==> src/rtl/clock_measure_ctrl.sv <==
// Measurement sequencer for the clock period/duty tester: lock wait, tester reset and settle,
// then accumulates 2**NS_LOG2 period samples and reports avg/min/max period, avg high time, pass.
module clock_measure_ctrl #(
  parameter int W          = 16,
  parameter int NS_LOG2    = 4,
  parameter int SAMPLE_GAP = 1024,
  parameter int SETTLE     = 4096,
  parameter int LOCK_TO    = 65536
) (
  input  logic           clk_fst,
  input  logic           reset_n,
  input  logic           start,
  input  logic           abort,
  input  logic           locked,
  input  logic [W-1:0]   ht_in,
  input  logic [W-1:0]   lt_in,
  input  logic [W:0]     exp_min,
  input  logic [W:0]     exp_max,
  output logic           tester_rst_n,
  output logic           busy,
  output logic           done,
  output logic           pass,
  output logic           timeout,
  output logic [W:0]     period_avg,
  output logic [W:0]     period_min,
  output logic [W:0]     period_max,
  output logic [W-1:0]   ht_avg
);

  localparam int NS = 1 << NS_LOG2;
  localparam int PW = W + 1;
  localparam int SW = PW + NS_LOG2;
  localparam int HW = W + NS_LOG2;
  localparam int GW = $clog2(SAMPLE_GAP);
  localparam int TW = $clog2(SETTLE + 1);
  localparam int LW = $clog2(LOCK_TO + 1);
  localparam int CW = NS_LOG2 + 1;

  localparam logic [GW-1:0] GAP_LAST    = GW'(SAMPLE_GAP - 1);
  localparam logic [TW-1:0] SETTLE_LAST = TW'(SETTLE - 1);
  localparam logic [LW-1:0] LOCK_LAST   = LW'(LOCK_TO - 1);
  localparam logic [CW-1:0] NS_LAST     = CW'(NS - 1);

  typedef enum logic [2:0] {
    S_IDLE, S_LOCKWAIT, S_SETTLE, S_SAMPLE, S_CHECK, S_DONE
  } state_e;

  state_e         state_q, state_d;
  logic [LW-1:0]  lock_cnt_q, lock_cnt_d;
  logic [TW-1:0]  settle_cnt_q, settle_cnt_d;
  logic [GW-1:0]  gap_cnt_q, gap_cnt_d;
  logic [CW-1:0]  ns_cnt_q, ns_cnt_d;
  logic [SW-1:0]  sum_q, sum_d;
  logic [HW-1:0]  hsum_q, hsum_d;
  logic [PW-1:0]  pmin_q, pmin_d, pmax_q, pmax_d;
  logic           tester_rst_n_q, tester_rst_n_d;
  logic           busy_q, busy_d, done_q, done_d;
  logic           pass_q, pass_d, timeout_q, timeout_d;
  logic [PW-1:0]  period_avg_q, period_avg_d;
  logic [PW-1:0]  period_min_q, period_min_d;
  logic [PW-1:0]  period_max_q, period_max_d;
  logic [W-1:0]   ht_avg_q, ht_avg_d;

  logic [PW-1:0]  p_c, avg_c;
  logic [W-1:0]   hav_c;
  logic           clr_acc, clr_res;

  // Period is formed one bit wider so 2*(2**W-1) never wraps.
  assign p_c   = PW'(ht_in) + PW'(lt_in);
  assign avg_c = PW'(sum_q >> NS_LOG2);
  assign hav_c = W'(hsum_q >> NS_LOG2);

  always_comb begin
    state_d      = state_q;
    lock_cnt_d   = lock_cnt_q;
    settle_cnt_d = settle_cnt_q;
    gap_cnt_d    = gap_cnt_q;
    ns_cnt_d     = ns_cnt_q;
    sum_d        = sum_q;
    hsum_d       = hsum_q;
    pmin_d       = pmin_q;
    pmax_d       = pmax_q;
    pass_d       = pass_q;
    timeout_d    = timeout_q;
    period_avg_d = period_avg_q;
    period_min_d = period_min_q;
    period_max_d = period_max_q;
    ht_avg_d     = ht_avg_q;
    clr_acc      = 1'b0;
    clr_res      = 1'b0;

    case (state_q)
      S_IDLE, S_DONE: begin
        if (start) begin
          clr_acc = 1'b1;
          clr_res = 1'b1;
          state_d = S_LOCKWAIT;
        end
      end
      S_LOCKWAIT: begin
        if (locked) begin
          settle_cnt_d = '0;
          state_d      = S_SETTLE;
        end else if (lock_cnt_q == LOCK_LAST) begin
          timeout_d = 1'b1;
          state_d   = S_DONE;
        end else begin
          lock_cnt_d = lock_cnt_q + 1'b1;
        end
      end
      S_SETTLE: begin
        if (!locked) begin
          clr_acc = 1'b1;
          state_d = S_LOCKWAIT;
        end else if (settle_cnt_q == SETTLE_LAST) begin
          gap_cnt_d = '0;
          state_d   = S_SAMPLE;
        end else begin
          settle_cnt_d = settle_cnt_q + 1'b1;
        end
      end
      S_SAMPLE: begin
        if (!locked) begin
          clr_acc = 1'b1;
          state_d = S_LOCKWAIT;
        end else if (gap_cnt_q == GAP_LAST) begin
          gap_cnt_d = '0;
          sum_d     = sum_q + SW'(p_c);
          hsum_d    = hsum_q + HW'(ht_in);
          if (ns_cnt_q == '0 || p_c < pmin_q) pmin_d = p_c;
          if (ns_cnt_q == '0 || p_c > pmax_q) pmax_d = p_c;
          if (ns_cnt_q == NS_LAST) state_d = S_CHECK;
          else                     ns_cnt_d = ns_cnt_q + 1'b1;
        end else begin
          gap_cnt_d = gap_cnt_q + 1'b1;
        end
      end
      S_CHECK: begin
        period_avg_d = avg_c;
        ht_avg_d     = hav_c;
        period_min_d = pmin_q;
        period_max_d = pmax_q;
        // An inverted window (exp_min > exp_max) can never satisfy both bounds.
        pass_d       = (exp_min <= avg_c) && (avg_c <= exp_max);
        state_d      = S_DONE;
      end
      default: state_d = S_IDLE;
    endcase

    if (abort) begin
      clr_acc = 1'b1;
      clr_res = 1'b1;
      state_d = S_IDLE;
    end

    if (clr_acc) begin
      lock_cnt_d   = '0;
      settle_cnt_d = '0;
      gap_cnt_d    = '0;
      ns_cnt_d     = '0;
      sum_d        = '0;
      hsum_d       = '0;
      pmin_d       = '0;
      pmax_d       = '0;
    end
    if (clr_res) begin
      pass_d       = 1'b0;
      timeout_d    = 1'b0;
      period_avg_d = '0;
      period_min_d = '0;
      period_max_d = '0;
      ht_avg_d     = '0;
    end

    tester_rst_n_d = (state_d == S_SETTLE) || (state_d == S_SAMPLE);
    busy_d         = (state_d != S_IDLE) && (state_d != S_DONE);
    done_d         = (state_d == S_DONE) && (state_q != S_DONE);
  end

  always_ff @(posedge clk_fst) begin
    if (!reset_n) begin
      state_q        <= S_IDLE;
      lock_cnt_q     <= '0;
      settle_cnt_q   <= '0;
      gap_cnt_q      <= '0;
      ns_cnt_q       <= '0;
      sum_q          <= '0;
      hsum_q         <= '0;
      pmin_q         <= '0;
      pmax_q         <= '0;
      tester_rst_n_q <= 1'b0;
      busy_q         <= 1'b0;
      done_q         <= 1'b0;
      pass_q         <= 1'b0;
      timeout_q      <= 1'b0;
      period_avg_q   <= '0;
      period_min_q   <= '0;
      period_max_q   <= '0;
      ht_avg_q       <= '0;
    end else begin
      state_q        <= state_d;
      lock_cnt_q     <= lock_cnt_d;
      settle_cnt_q   <= settle_cnt_d;
      gap_cnt_q      <= gap_cnt_d;
      ns_cnt_q       <= ns_cnt_d;
      sum_q          <= sum_d;
      hsum_q         <= hsum_d;
      pmin_q         <= pmin_d;
      pmax_q         <= pmax_d;
      tester_rst_n_q <= tester_rst_n_d;
      busy_q         <= busy_d;
      done_q         <= done_d;
      pass_q         <= pass_d;
      timeout_q      <= timeout_d;
      period_avg_q   <= period_avg_d;
      period_min_q   <= period_min_d;
      period_max_q   <= period_max_d;
      ht_avg_q       <= ht_avg_d;
    end
  end

  assign tester_rst_n = tester_rst_n_q;
  assign busy         = busy_q;
  assign done         = done_q;
  assign pass         = pass_q;
  assign timeout      = timeout_q;
  assign period_avg   = period_avg_q;
  assign period_min   = period_min_q;
  assign period_max   = period_max_q;
  assign ht_avg       = ht_avg_q;

endmodule
==> config.mk <==
export PLATFORM = sky130hd
export DESIGN_NAME = clock_measure_ctrl
export DESIGN_NICKNAME = d
export VERILOG_FILES = /design/src/rtl/clock_measure_ctrl.sv
export SDC_FILE = /design/constraint.sdc
export NUM_CORES = 1
export LEC_CHECK = 0
export CAP_MARGIN = 20
export CORE_ASPECT_RATIO = 1.25
export CORE_MARGIN = 2
export CORE_UTILIZATION = 45
export DETAILED_ROUTE_END_ITERATION = 7
export PLACE_DENSITY = 0.63
export SETUP_SLACK_MARGIN = 0.3
export SYNTH_ARGS = -nofsm -noshare
export SYNTH_HDL_FRONTEND = slang
export SYNTH_SLANG_ARGS = --single-unit
==> constraint.sdc <==
create_clock -name clk_fst -period 6.15 [get_ports clk_fst]
set_clock_uncertainty 0.05 [all_clocks]
set_input_delay 1.23 -clock clk_fst [delete_from_list [all_inputs] [get_ports clk_fst]]
set_output_delay 1.23 -clock clk_fst [all_outputs]
set_load 0.005 [all_outputs]
# Yosys cells after proc, flatten, opt, wreduce, memory -nomap -nowiden
# Cells that the tools add are included.
# op_classes
addsub	7
magnitude_cmp	4
n_eq_ne	19
mux	25
n_bitwise	4
reduce_logical	23
# op_table
cell	count
$mux 10	4
$mux 13	3
$le 17x17->1	2
$mux 3	9
$pmux 13 s2	1
$add 21x17->21	1
$add 20x16->20	1
$pmux 10 s2	1
$reduce_and 4->1	5
$add 16x16->17	1
$add 17x1->17 const B	1
$eq 17x16->1 const B	1
$gt 17x17->1	1
$lt 17x17->1	1
$pmux 3 s5	1
$add 13x1->13 const B	1
$eq 13x12->1 const B	1
$eq 3x2->1 const B	4
$add 10x1->10 const B	1
$eq 10x10->1 const B	1
$ne 2x2->1 const B	5
$eq 3x3->1 const B	3
$reduce_and 3->1	3
$reduce_or 2->1	4
other kinds (13)	26
# totals
ff_bits	195
in_bits	71
out_inout_bits	72

# Logic depth before layout (Yosys ltp)
# Gate-level depths: netlist (run 1).
# logic_depth
word_depth	8
ltp_mapped	18
depth_no_buf	16

# Worst setup path after synthesis (run 1)
# Ideal clock, no wire load.
# synth_timing
path_type	input port to flip-flop
from	input ht_in[7]
to	register pmax_q[10]
setup_ns	0.128
arrival_time_ns	4.543
path_slack_ns	1.430
cell_stages	17
path_buffers	2
cell_sequence	ha_1 > a21o_1 > a2111oi_0 > nand4b_1 > a21oi_1 > nor2_1 > xor2_1 > ha_1 > a21o_1 > a21o_1 > a211oi_1 > nor3b_1 > a221oi_2 > buf_6 > buf_8 > mux2i_1 > nor2_1
# synth_via
elab_chain_cells	4
# synth_lines
element	line_no	text
from (decl)	15	input logic [W-1:0] ht_in,
$add 16x16->17	69	assign p_c = PW'(ht_in) + PW'(lt_in);
named net p_c[14]	64	logic [PW-1:0] p_c, avg_c;
$gt 17x17->1	131	if (ns_cnt_q == '0 || p_c > pmax_q) pmax_d = p_c;
$logic_or 1x1->1	131	
$reduce_and 4->1 (no source line)	n/a	
to (signal assigned)	209	pmax_q <= pmax_d;
to (decl)	55	logic [PW-1:0] pmin_q, pmin_d, pmax_q, pmax_d;
# The timed path passes the listed nets, and every way through them passes these cells.
# A chain may end at the register's enable or synchronous reset.

# Final worst setup path (run 1)
# Same ends and word-level chain as after synthesis.

==> results of run 1 <==
sequential cells by signal (all words and copies together), names as in the netlist, 10 cells and up:
signal	count
sum_q	21
lock_cnt_q	17
gap_cnt_q	10
pmax_q	17
hsum_q	20
settle_cnt_q	13
period_min	17
pmin_q	17
ht_avg	16
period_max	17
period_avg	17
worst max path at each step:
stage                        start                      end  slack [ps]  depth (start not counted)
after floorplan           ht_in[7]  pmax_q[10]$_SDFFE_PP0P_        1430                         17
after global placement    ht_in[8]  pmin_q[14]$_SDFFE_PP0P_         630                         15
after detailed placement  ht_in[7]  pmax_q[12]$_SDFFE_PP0P_         530                         17
after CTS                 ht_in[7]   pmax_q[6]$_SDFFE_PP0P_         990                         17
after global routing      ht_in[7]  pmax_q[16]$_SDFFE_PP0P_         620                         17
final                     ht_in[7]  pmax_q[10]$_SDFFE_PP0P_         950                         17
layout make-up:
cell class,count,area share
clock inverter,15,0.0142
clock buffer,17,0.0311
inverter,85,0.0233
timing repair buffer,164,0.116
tap,330,0.0301
antenna,1,0.000183
sequential,195,0.285
multi-input combinational,1056,0.500
power by group:
part	internal, W	total (W)	switching (W)	leakage [nW]
Sequential	0.00126	0.00126	0.00000130	1.57
Combinational	0.000200	0.000462	0.000262	3.25
Clock	0.000618	0.00118	0.000558	0.287
Total	0.00208	0.00290	0.000822	5.11
synth_stat cells, types with 8 or more instances:
cell,instances,area [um2]
a211oi_1,20,150
a21o_1,35,263
a21oi_1,147,736
a31oi_1,11,68.8
and3_1,12,75.1
buf_2,10,50.1
clkbuf_1,35,131
dfxtp_1,195,3900
ha_1,123,1540
inv_1,83,312
mux2i_1,31,310
nand2_1,213,800
nand2b_1,8,50.1
nand3_1,34,170
nand4_1,30,188
nor2_1,129,484
nor2b_1,11,68.8
nor3_1,14,70.1
o21a_1,13,97.6
o21ai_0,41,205
o21ai_1,12,60.1
or3_1,12,75.1
xnor2_1,29,254
xor2_1,41,359
placed cells by master (no fill, tap or decap), drive strengths merged, types with 34 or more instances in the layout:
| cell type | netlist | final |
|---|---|---|
| a21o | 35 | 35 |
| a21oi | 147 | 147 |
| clkdlybuf4s50 | 0 | 142 |
| dfxtp | 195 | 195 |
| ha | 123 | 123 |
| inv | 85 | 90 |
| nand2 | 214 | 214 |
| nand3 | 34 | 34 |
| nor2 | 130 | 130 |
| o21ai | 53 | 53 |
| xor2 | 41 | 41 |
critical path, delay by kind of cell:
family                   cells  cell delay [ps]
AND/OR/NAND/NOR              4              630
adder cells (fa/ha/maj)      2              700
XOR/XNOR                     1              330
multiplexers                 1              170
AO/OA/AOI/OAI                7             1710
buffers and inverters        2              690
per-stage QoR:
stage	worst slack [ps]	total power, W	util	cell area [um2]
finish	953	0.00290	0.557	13700
global route	622	0.00303	0.557	13700
CTS	992	0.00293	0.557	13700
detailed placement	527	0.00175	0.532	13100
global placement	633	0.00174	0.532	13100
floorplan	1430	0.00157	-	11300
layer usage:
layer | global-route usage | up-vias | wire [um]
li1 | - | 5138 | -
met1 | 0.279 | 4781 | 13600
met2 | 0.411 | 238 | 14900
met3 | 0.0402 | 44 | 1270
met4 | 0.0835 | 0 | 688
met5 | 0 | - | 0
cells by family (layout without fill, tap and decap cells):
kind of cell | count (synthesis) | in the layout | synth area share
compound gates | 327 | 327 | 0.178
xor+xnor | 70 | 70 | 0.0543
fa+ha+maj | 126 | 126 | 0.142
buf+inv | 135 | 281 | 0.0480
flops | 195 | 195 | 0.346
mux | 31 | 31 | 0.0275
other cells | 0 | 1 | 0
simple gates | 502 | 502 | 0.205
==> flow_summary.yaml, run 1 <==
grt:
  grt_pass1_vias: 9860
  grt_pass1_wl_mm: 49.3
  grt_overflow: 0
  grt_max_degree: 72
  grt_use_total: 0.231
  antenna_found_initial: 1
timing:
  hold_slack_ps: 406
  max_freq_mhz: 192
  fin_crit_sh: 0.845
  slew_violations: 0
  tns_ps: 0
  hold_viol: 0
  min_period_ps: 5200
  worst_slew_pin_slew_ps: 1110
  finalSetupViolCount: 0
  slew_headroom: 0.253
  rsz0062_at_grt: "false"
setup_path:
  r2r_start: "gap_cnt_q[0]$_SDFFE_PP0P_"
  cp-end-kind: "flop"
  crit_fanout: 15
  cp_slowest_cell: "clkdlybuf4s50_1"
  crit_arrival_ps: 5470
  r2r_slack_ps: 2980
  r2r_end: "pmax_q[10]$_SDFFE_PP0P_"
  cp_cell_sequence: "clkdlybuf4s50_1 > ha_1 > a21o_1 > a2111oi_0 > nand4b_1 > a21oi_1 > nor2_1 > xor2_1 > ha_1 > a21o_1 > a21o_1 > a211oi_1 > nor3b_1 > a221oi_2 > buf_4 > mux2i_1 > nor2_1"
  crit_top_cell: "a21o_1"
  cpPeakStageDelay_ps: 440
  path_class: "input pin to flop"
  crit_required_ps: 6430
  start_kind: "input pin"
  reg2regPathDepth: 9
placement:
  dpl.cell_count: 1830
  dp_hpwl_mm: 22.1
  globalplace.congestion: 0.921
  portBuffers: 142
drt:
  avgRoutedWirePerCell_um: 16.4
  drt-total-wl_mm: 30.5
  drtIter0Drc: 494
  drc_errors: 0
  antenna_left: 0
  drtPass1Iterations: 7
  routed_via_density: 5.48
  vias: 10200
hold_path:
  min_to: "period_min[8]$_SDFFE_PP0N_"
  hold_depth: 2
  hp-class: "flop to flop"
  hp-start: "period_min[8]$_SDFFE_PP0N_"
clock_tree:
  h-tree-depth: 4
  clk_pin_slew_worst_paths_ps: 80
  cts_buffer_depth: 2
  cts_tree: "built"
  post_cts_buffers: 0
  cts.sinks: 195
  insertion_delay_ps: 450
  ctsHoldBuffers: 0
  cts_made_buffers: 17
  cts_resized: 0
  cts_root_buf: "clkbuf_16"
layout:
  fillers: 2349
  final_cells: 1863
  area_growth_pct: 21.3
  regArea_um2: 3900
  nets: 1716
  multiInputGateArea_um2: 6850
  drive_gt1_frac: 0.0477
logic_synthesis:
  synth_nets: 1583
  seq_area_frac_synth: 0.346
  synth_area_um2: 11300
  synthArstFlopShare: 0
  synth_cell_types: 69
  syn-instance-count: 1386
  synth_flop_cell: "dfxtp_1"
  synth-edff-count: 0
  synth_area_per_cell_um2: 8.15
  ys_ff_latch: 195
  yosys_warnings: 0
floorplanning:
  rows: 64
  core_um2: 24600
  ios: 143
  initial_core_util: 0.459
  dieArea_um2: 26400
  die-height_um: 181
  dieWidth_um: 146
power:
  max-vdd-ir-drop_mv: 0.207
  p_per_area_nw_per_um2: 212
  leakagePower_nw: 5.11
run:
  drv_cap: 0
run_status:
  outcome: "finished clean"
Power figures use the tool's default switching activity.
==> run 2: changes to the inputs <==
==> constraint.sdc (replaced) <==
create_clock -name clk_fst -period 5.1 [get_ports clk_fst]
set_clock_uncertainty 0.05 [all_clocks]
set_input_delay 1.02 -clock clk_fst [delete_from_list [all_inputs] [get_ports clk_fst]]
set_output_delay 1.02 -clock clk_fst [all_outputs]
set_load 0.005 [all_outputs]
==> flow_summary.yaml, run 2 (synthesis results as in run 1) <==
run_status:
  outcome: "finished clean"
layout:
  multiInputGateArea_um2: 6910
  final_cell_mix: "212 x nand2_1, 195 x dfxtp_1, 147 x a21oi_1, 142 x clkdlybuf4s50_1, 129 x nor2_1"
  fillers: 2380
  regMostFlops: "sum_q"
  drive_gt1_frac: 0.0632
  largest_registers: "sum_q: 21 flops, hsum_q: 20 flops"
  nets: 1735
  diodes: 0
  regArea_um2: 3900
  final_common_cell: "nand2_1"
  final_cells: 1881
  largest_reg_flops: 21
  area_growth_pct: 23.0
setup_path:
  crit_fanout: 16
  crit_arrival_ps: 4860
  r2r_start: "gap_cnt_q[0]$_SDFFE_PP0P_"
  startpoint: "ht_in[8]"
  crit_path_end: "pmin_q[4]$_SDFFE_PP0P_"
  cp-end-kind: "flop"
  crit_required_ps: 5370
  r2r_end: "ns_cnt_q[4]$_SDFFE_PP0P_"
  path_class: "input pin to flop"
  reg2regPathDepth: 7
  start_kind: "input pin"
  r2r_slack_ps: 2270
run:
  drv_cap: 0
clock_tree:
  insertion_delay_ps: 440
  clk_pin_slew_worst_paths_ps: 70
  cts_made_buffers: 17
  cts_tree: "built"
  h-tree-depth: 4
  cts_root_buf: "clkbuf_16"
  cts_resized: 0
  ctsHoldBuffers: 0
  cts_buffer_depth: 2
  post_cts_buffers: 0
  cts.sinks: 195
grt:
  grt_max_degree: 72
  grt_use_total: 0.230
  grt_pass1_vias: 9709
  grt_overflow: 0
  antenna_found_initial: 0
  grt_pass1_wl_mm: 49.2
timing:
  min_period_ps: 4590
  hold_viol: 0
  rsz0062_at_grt: "true"
  tns_ps: 0
  hold_slack_ps: 403
  slew_headroom: 0.271
  finalSetupViolCount: 0
  slew_violations: 0
  fin_crit_sh: 0.901
  worst_slew_pin_slew_ps: 1080
  max_freq_mhz: 218
placement:
  dpl.cell_count: 1849
  globalplace.congestion: 0.948
  portBuffers: 142
  dp_hpwl_mm: 22.4
power:
  p_per_area_nw_per_um2: 250
  leakagePower_nw: 5.23
  power_w: 0.00347
  max-vdd-ir-drop_mv: 0.247
drt:
  antenna_left: 0
  drt-total-wl_mm: 30.4
  avgRoutedWirePerCell_um: 16.2
  routed_via_density: 5.41
  drtPass1Iterations: 5
  vias: 10200
  drc_errors: 0
  drtIter0Drc: 385
hold_path:
  hp-class: "flop to flop"
floorplanning:
  dieArea_um2: 26400
  initial_core_util: 0.459
  rows: 64
  dieWidth_um: 146
  core_um2: 24600
  ios: 143
  die-height_um: 181
## run 2: critical path, cell delays in order
cell	delay (ps)
clkdlybuf4s50_1	470
ha_1	430
a21oi_1	180
o21ai_1	130
or4_1	410
mux2i_1	190
nor4_2	80
buf_4	170
ha_1	290
a21o_1	180
a211o_1	330
a211oi_1	230
o211ai_1	130
a21o_1	230
buf_12	160
mux2i_1	180
nor2_1	50
## run 2: area by class of cell
class	count	area share
clock inverters	13	0.0110
flip-flops and latches	195	0.281
repair buffers	183	0.126
clock buffers	19	0.0319
inverters	85	0.0230
multi-input cells	1056	0.497
well taps	330	0.0297
## run 2: worst min-delay path by stage
stage,slack (ps),to,from,cells after the start
global route,420,period_min[4]$_SDFFE_PP0N_,period_min[4]$_SDFFE_PP0N_,2
floorplan,380,period_min[14]$_SDFFE_PP0N_,pmin_q[14]$_SDFFE_PP0P_,2
CTS,410,period_min[16]$_SDFFE_PP0N_,pmin_q[16]$_SDFFE_PP0P_,2
finish,400,period_min[16]$_SDFFE_PP0N_,pmin_q[16]$_SDFFE_PP0P_,2
detailed placement,390,period_min[16]$_SDFFE_PP0N_,pmin_q[16]$_SDFFE_PP0P_,2
global placement,390,pass$_SDFFE_PP0N_,pass$_SDFFE_PP0N_,2
## run 2: metrics by stage
| step | area, um2 | setup slack (ps) | utilization |
|---|---|---|---|
| 2_1_floorplan | 11300 | 590 | - |
| 3_3_place_gp | 13200 | 117 | 0.539 |
| 3_5_place_dp | 13200 | 9.75 | 0.539 |
| 4_1_cts | 13800 | 480 | 0.563 |
| 5_1_grt | 13900 | 297 | 0.565 |
| 6_report | 13900 | 506 | 0.565 |
## run 2: routing by layer
metal  track usage  share of wire  vias up
met2         0.405           0.49      249
met4        0.0855          0.029        0
met3        0.0482          0.054       44
li1              -              -     5166
met5             0              0        -
met1         0.274           0.43     4711
## run 2: where the power goes
group	switching, W	internal, W
logic	0.000323	0.000259
registers	0.00000160	0.00152
clock network	0.000621	0.000745
total	0.000945	0.00253
==> run 3: changes to the inputs <==
--- a/config.mk
+++ b/config.mk
@@ -10,7 +10,7 @@
 export CORE_MARGIN = 2
 export CORE_UTILIZATION = 45
 export DETAILED_ROUTE_END_ITERATION = 7
-export PLACE_DENSITY = 0.63
+export PLACE_DENSITY = 0.77
 export SETUP_SLACK_MARGIN = 0.3
 export SYNTH_ARGS = -nofsm -noshare
 export SYNTH_HDL_FRONTEND = slang
==> flow_summary.yaml, run 3 (synthesis results as in run 1) <==
run_status:
  outcome: "finished clean"
setup_path:
  cp-end-kind: "flop"
  crit_arrival_ps: 4930
  crit_fanout: 15
  reg2regPathDepth: 7
  crit_path_end: "pmin_q[4]$_SDFFE_PP0P_"
  crit_required_ps: 5380
  r2r_start: "gap_cnt_q[0]$_SDFFE_PP0P_"
  start_kind: "input pin"
  r2r_end: "hsum_q[13]$_SDFFE_PP0P_"
  path_class: "input pin to flop"
  r2r_slack_ps: 2150
  startpoint: "ht_in[7]"
timing:
  slew_violations: 0
  min_period_ps: 4650
  tns_ps: 0
  worst_slew_pin_slew_ps: 1260
  fin_crit_sh: 0.911
  max_freq_mhz: 215
  finalSetupViolCount: 0
  slew_headroom: 0.151
  hold_viol: 0
  rsz0062_at_grt: "false"
floorplanning:
  rows: 64
  dieArea_um2: 26400
  dieWidth_um: 146
  core_um2: 24600
  initial_core_util: 0.459
  die-height_um: 181
  ios: 143
layout:
  design_area_um2: 14000
  final_cell_mix: "212 x nand2_1, 195 x dfxtp_1, 146 x a21oi_1, 142 x clkdlybuf4s50_1, 129 x nor2_1"
  regMostFlops: "sum_q"
  final_common_cell: "nand2_1"
  drive_gt1_frac: 0.0717
  area_growth_pct: 24.2
  largest_reg_flops: 21
  fillers: 2228
  nets: 1747
  largest_registers: "sum_q: 21 flops, hsum_q: 20 flops"
  final_core_util: 0.570
clock_tree:
  clk_pin_slew_worst_paths_ps: 70
  cts_tree: "built"
  cts_made_buffers: 17
  cts.sinks: 195
  insertion_delay_ps: 440
  cts_root_buf: "clkbuf_16"
  cts_buffer_depth: 2
  ctsHoldBuffers: 0
  h-tree-depth: 4
grt:
  grt_pass1_vias: 10100
  grt_pass1_wl_mm: 49.4
  grt_use_total: 0.229
  antenna_found_initial: 2
  grt_overflow: 0
  grt_max_degree: 71
drt:
  avgRoutedWirePerCell_um: 15.9
  drtPass1Iterations: 7
  antenna_left: 0
  vias: 10400
  drt-total-wl_mm: 30.2
  routed_via_density: 5.48
  drtIter0Drc: 549
  drc_errors: 0
power:
  max-vdd-ir-drop_mv: 0.250
  p_per_area_nw_per_um2: 250
  leakagePower_nw: 5.29
placement:
  globalplace.congestion: 0.938
  dpl-instance-area_um2: 13300
  dp_hpwl_mm: 22.5
  portBuffers: 142
hold_path:
  hp-class: "flop to flop"
  hp-start: "period_min[9]$_SDFFE_PP0N_"
run:
  drv_cap: 0
-- run 3: changes by cell type in the layout (fill, tap and decap cells not counted), moves of 2 or more --
cell	delta
a211oi_2	-2
buf_4	+12
clkinv_2	-3
o21ai_0	+2
o21ai_1	-2
-- run 3: how the worst min path moves through the flow --
stage | to | slack (ps) | cells after the start
after floorplan | period_min[14]$_SDFFE_PP0N_ | 380 | 2
after global placement | period_avg[9]$_SDFFE_PP0N_ | 390 | 2
after detailed placement | period_min[2]$_SDFFE_PP0N_ | 400 | 2
after CTS | ht_avg[4]$_SDFFE_PP0N_ | 410 | 2
after global routing | period_min[9]$_SDFFE_PP0N_ | 420 | 2
final | period_min[9]$_SDFFE_PP0N_ | 400 | 2
-- run 3: worst max-delay path, stage by stage --
cell and delay (ps):
clkdlybuf4s50_1 450, ha_1 350, a21o_1 240, a2111oi_2 380, nand4b_1 240, a21oi_2 230
nor2_1 80, xor2_1 240, buf_4 220, ha_1 250, a21o_1 160, a21o_1 160
a21oi_1 190, o21ai_1 90, a21o_1 250, buf_12 160, mux2i_1 160, nor2_1 60
-- run 3: timing repair --
item	in CTS	in global routing
setup buffers	0	1
pin swaps	0	5
endpoints found under the setup margin	1	39
cloned	0	0
gates resized for setup	1	14
-- run 3: metal layers --
layer,GRT usage,wire [um]
met3,0.0518,1670
met4,0.116,1370
met2,0.389,14400
met1,0.270,12700
met5,0,0
-- run 3: per-stage QoR --
step | worst slack, ps | hold slack, ps | power, W | std cells
3_3_place_gp | -85.9 | 391 | 0.00212 | 1860
6_report | 452 | 404 | 0.00350 | 1893
4_1_cts | 303 | 408 | 0.00350 | 1891
2_1_floorplan | 590 | 382 | 0.00189 | 1386
5_1_grt | 311 | 423 | 0.00365 | 1892
3_5_place_dp | -130 | 398 | 0.00213 | 1860
-- run 3: final cells by class --
type | count | area [um2] | area share
clock inverters | 11 | 145 | 0.0103
multi-input cells | 1056 | 6940 | 0.495
clock buffers | 20 | 457 | 0.0326
repair buffers | 195 | 1840 | 0.132
well taps | 330 | 413 | 0.0294
diodes | 1 | 2.50 | 0.000178
flip-flops and latches | 195 | 3900 | 0.278
inverters | 85 | 319 | 0.0227
-- run 3: report_power, final --
part	total, W	internal (W)	switching, W
Clock	0.00138	0.000759	0.000618
Sequential	0.00152	0.00152	0.00000162
Combinational	0.000602	0.000271	0.000331
Total	0.00350	0.00255	0.000952
==> patch (flow settings as in run 3) <==
The 6 states of `state_e` get a Gray code encoding in 3 bits.
--- a/src/rtl/clock_measure_ctrl.sv
+++ b/src/rtl/clock_measure_ctrl.sv
@@ -44,3 +44,3 @@
   typedef enum logic [2:0] {
-    S_IDLE, S_LOCKWAIT, S_SETTLE, S_SAMPLE, S_CHECK, S_DONE
+    S_IDLE = 3'b000, S_LOCKWAIT = 3'b001, S_SETTLE = 3'b011, S_SAMPLE = 3'b010, S_CHECK = 3'b110, S_DONE = 3'b111
   } state_e;
Behaviour: same outputs for any inputs over 4 cycles, from zero or initial values and one cycle with reset_n low; so few cycles prove little.
==> patch against run 3 <==
  * Sequential power is essentially flat
  * Sequential cell count is the same
  * Register-to-register slack lost 50 ps
  * Sequential share of layout area shrank 0.61 points
  * Routed wire length grew 0.67%
  * Critical path depth grew 2
  * Worst setup slack lost 5.4 ps
  * Design area grew 2.2%
  * Global-route usage shrank 0.36 points
  * Worst hold slack lost 22 ps
  * Total power grew 0.61%
  * Via count grew 3.1%
  * Area after synthesis grew 0.55%
  * Critical path type unchanged
  * Highest routed layer unchanged
==> patch: results (changes against run 3) <==
[grt]
groute.usage.overall_pct=22.5  ; was 22.9%
grt_pass1_wl_mm=49.4  ; about the same
antenna_found_initial=0  ; was 2

[cells_and_area]
diodes=0  ; was 1
nNetsFinal=1805  ; was 1747
layout.cells.non_filler=1956  ; was 1893

[worst_setup_path]
critPathArrivalTime_ps=4890  ; was 4930 ps
worstReg2RegEnd=hsum_q[15]  ; was hsum_q[13]
cp-endpoint=pmin_q[9]  ; was pmin_q[4]

[routing]
drt_pass1_iterations=6  ; was 7
routed_wl_mm=30.4  ; was 30.2 mm
viasPerCell=5.47  ; was 5.48

[outcome]
status=finished, final reports clean  ; unchanged

[timing]
slew_headroom_pct=36.7  ; was 15.1%

[synthesis]
ys_seq_area_share_pct=34.4  ; was 34.6%
avgSynthCellArea_um2=8.02  ; was 8.15 um2
synthesis.nets=1613  ; was 1583
ys_types=64  ; was 69
synthTopCellsByArea=dfxtp_1 34%, ha_1 14%, nand2_1 7.8%  ; was dfxtp_1 35%, ha_1 14%, nand2_1 7.1%

[placed_design]
gp_congestion=0.918  ; was 0.938
place_hpwl_mm=22.3  ; was 22.5 mm
dp_cells=1916  ; was 1860
placed_area_um2=13600  ; was 13300 um2

[power_and_ir_drop]
p_leak_uw=0.00540  ; was 0.00529 uW

[min_path]
hold_path_startpoint=settle_cnt_q[12]  ; was period_min[9]

patch: area by class of cell:
| class | count | area (um2) |
|---|---|---|
| Tap cell | 335 | 419 |
| Clock buffer | 20 | 457 |
| Timing Repair Buffer | 222 | 2050 |
| Multi-Input combinational cell | 1079 | 7040 |
| Fill cell | 2275 | 10700 |
| Clock inverter | 12 | 121 |
| Inverter | 93 | 349 |
| Sequential cell | 195 | 3900 |
patch: per-layer routing:
layer | routed length [um] | part of all wire, % | up-vias | track usage (%)
met4 | 671 | 2.2 | 0 | 7.11
met1 | 13700 | 45 | 5019 | 29.0
li1 | - | - | 5305 | -
met2 | 14200 | 47 | 332 | 38.3
met5 | 0 | 0 | - | 0
met3 | 1790 | 5.9 | 45 | 4.15
patch: worst register-to-register path, cell delays in order (launching register included):
cell and delay, ps:
dfxtp_1 590, nor2b_1 350, nand2_1 150, or3_1 670, nor2_1 600, nand2_1 100
or3_1 330, nand3_1 90
patch: what timing repair did:
action	4_1_cts	5_1_grt
buffers inserted	0	7
gates resized for setup	4	30
gates cloned	0	1
pin swaps	0	7
setup endpoints to repair	16	41
hold buffers	0	0
patch: worst min path at each step:
stage,to,slack [ps]
2_1_floorplan,settle_cnt_q[12],350
3_3_place_gp,settle_cnt_q[12],360
3_5_place_dp,settle_cnt_q[12],370
4_1_cts,settle_cnt_q[12],380
5_1_grt,timeout,420
6_report,settle_cnt_q[12],380
patch: through the flow:
stage / hold WS, ps / setup slack (ps)
after detailed placement: 371 / -220
after global routing: 420 / 258
after CTS: 383 / 291
final: 382 / 447
after global placement: 363 / -122
after floorplan: 353 / 452
patch: power by group:
part / leakage [uW] / internal [uW] / switching, uW
combinational: 0.00356 / 313 / 359
clock: 0.000276 / 709 / 620
sequential: 0.00157 / 1520 / 1.85
patch: kinds of logic (layout without fill, tap and decap cells):
kind of cell | after synthesis | in the layout | synth area share (%)
adder cells (fa/ha/maj) | 126 | 126 | 14.1
AND/OR/NAND/NOR | 530 | 530 | 21.2
flip-flops | 195 | 195 | 34.4
buffers and inverters | 142 | 347 | 5.01
AO/OA/AOI/OAI | 325 | 325 | 17.3
multiplexers | 38 | 38 | 3.35
XOR/XNOR | 60 | 60 | 4.63
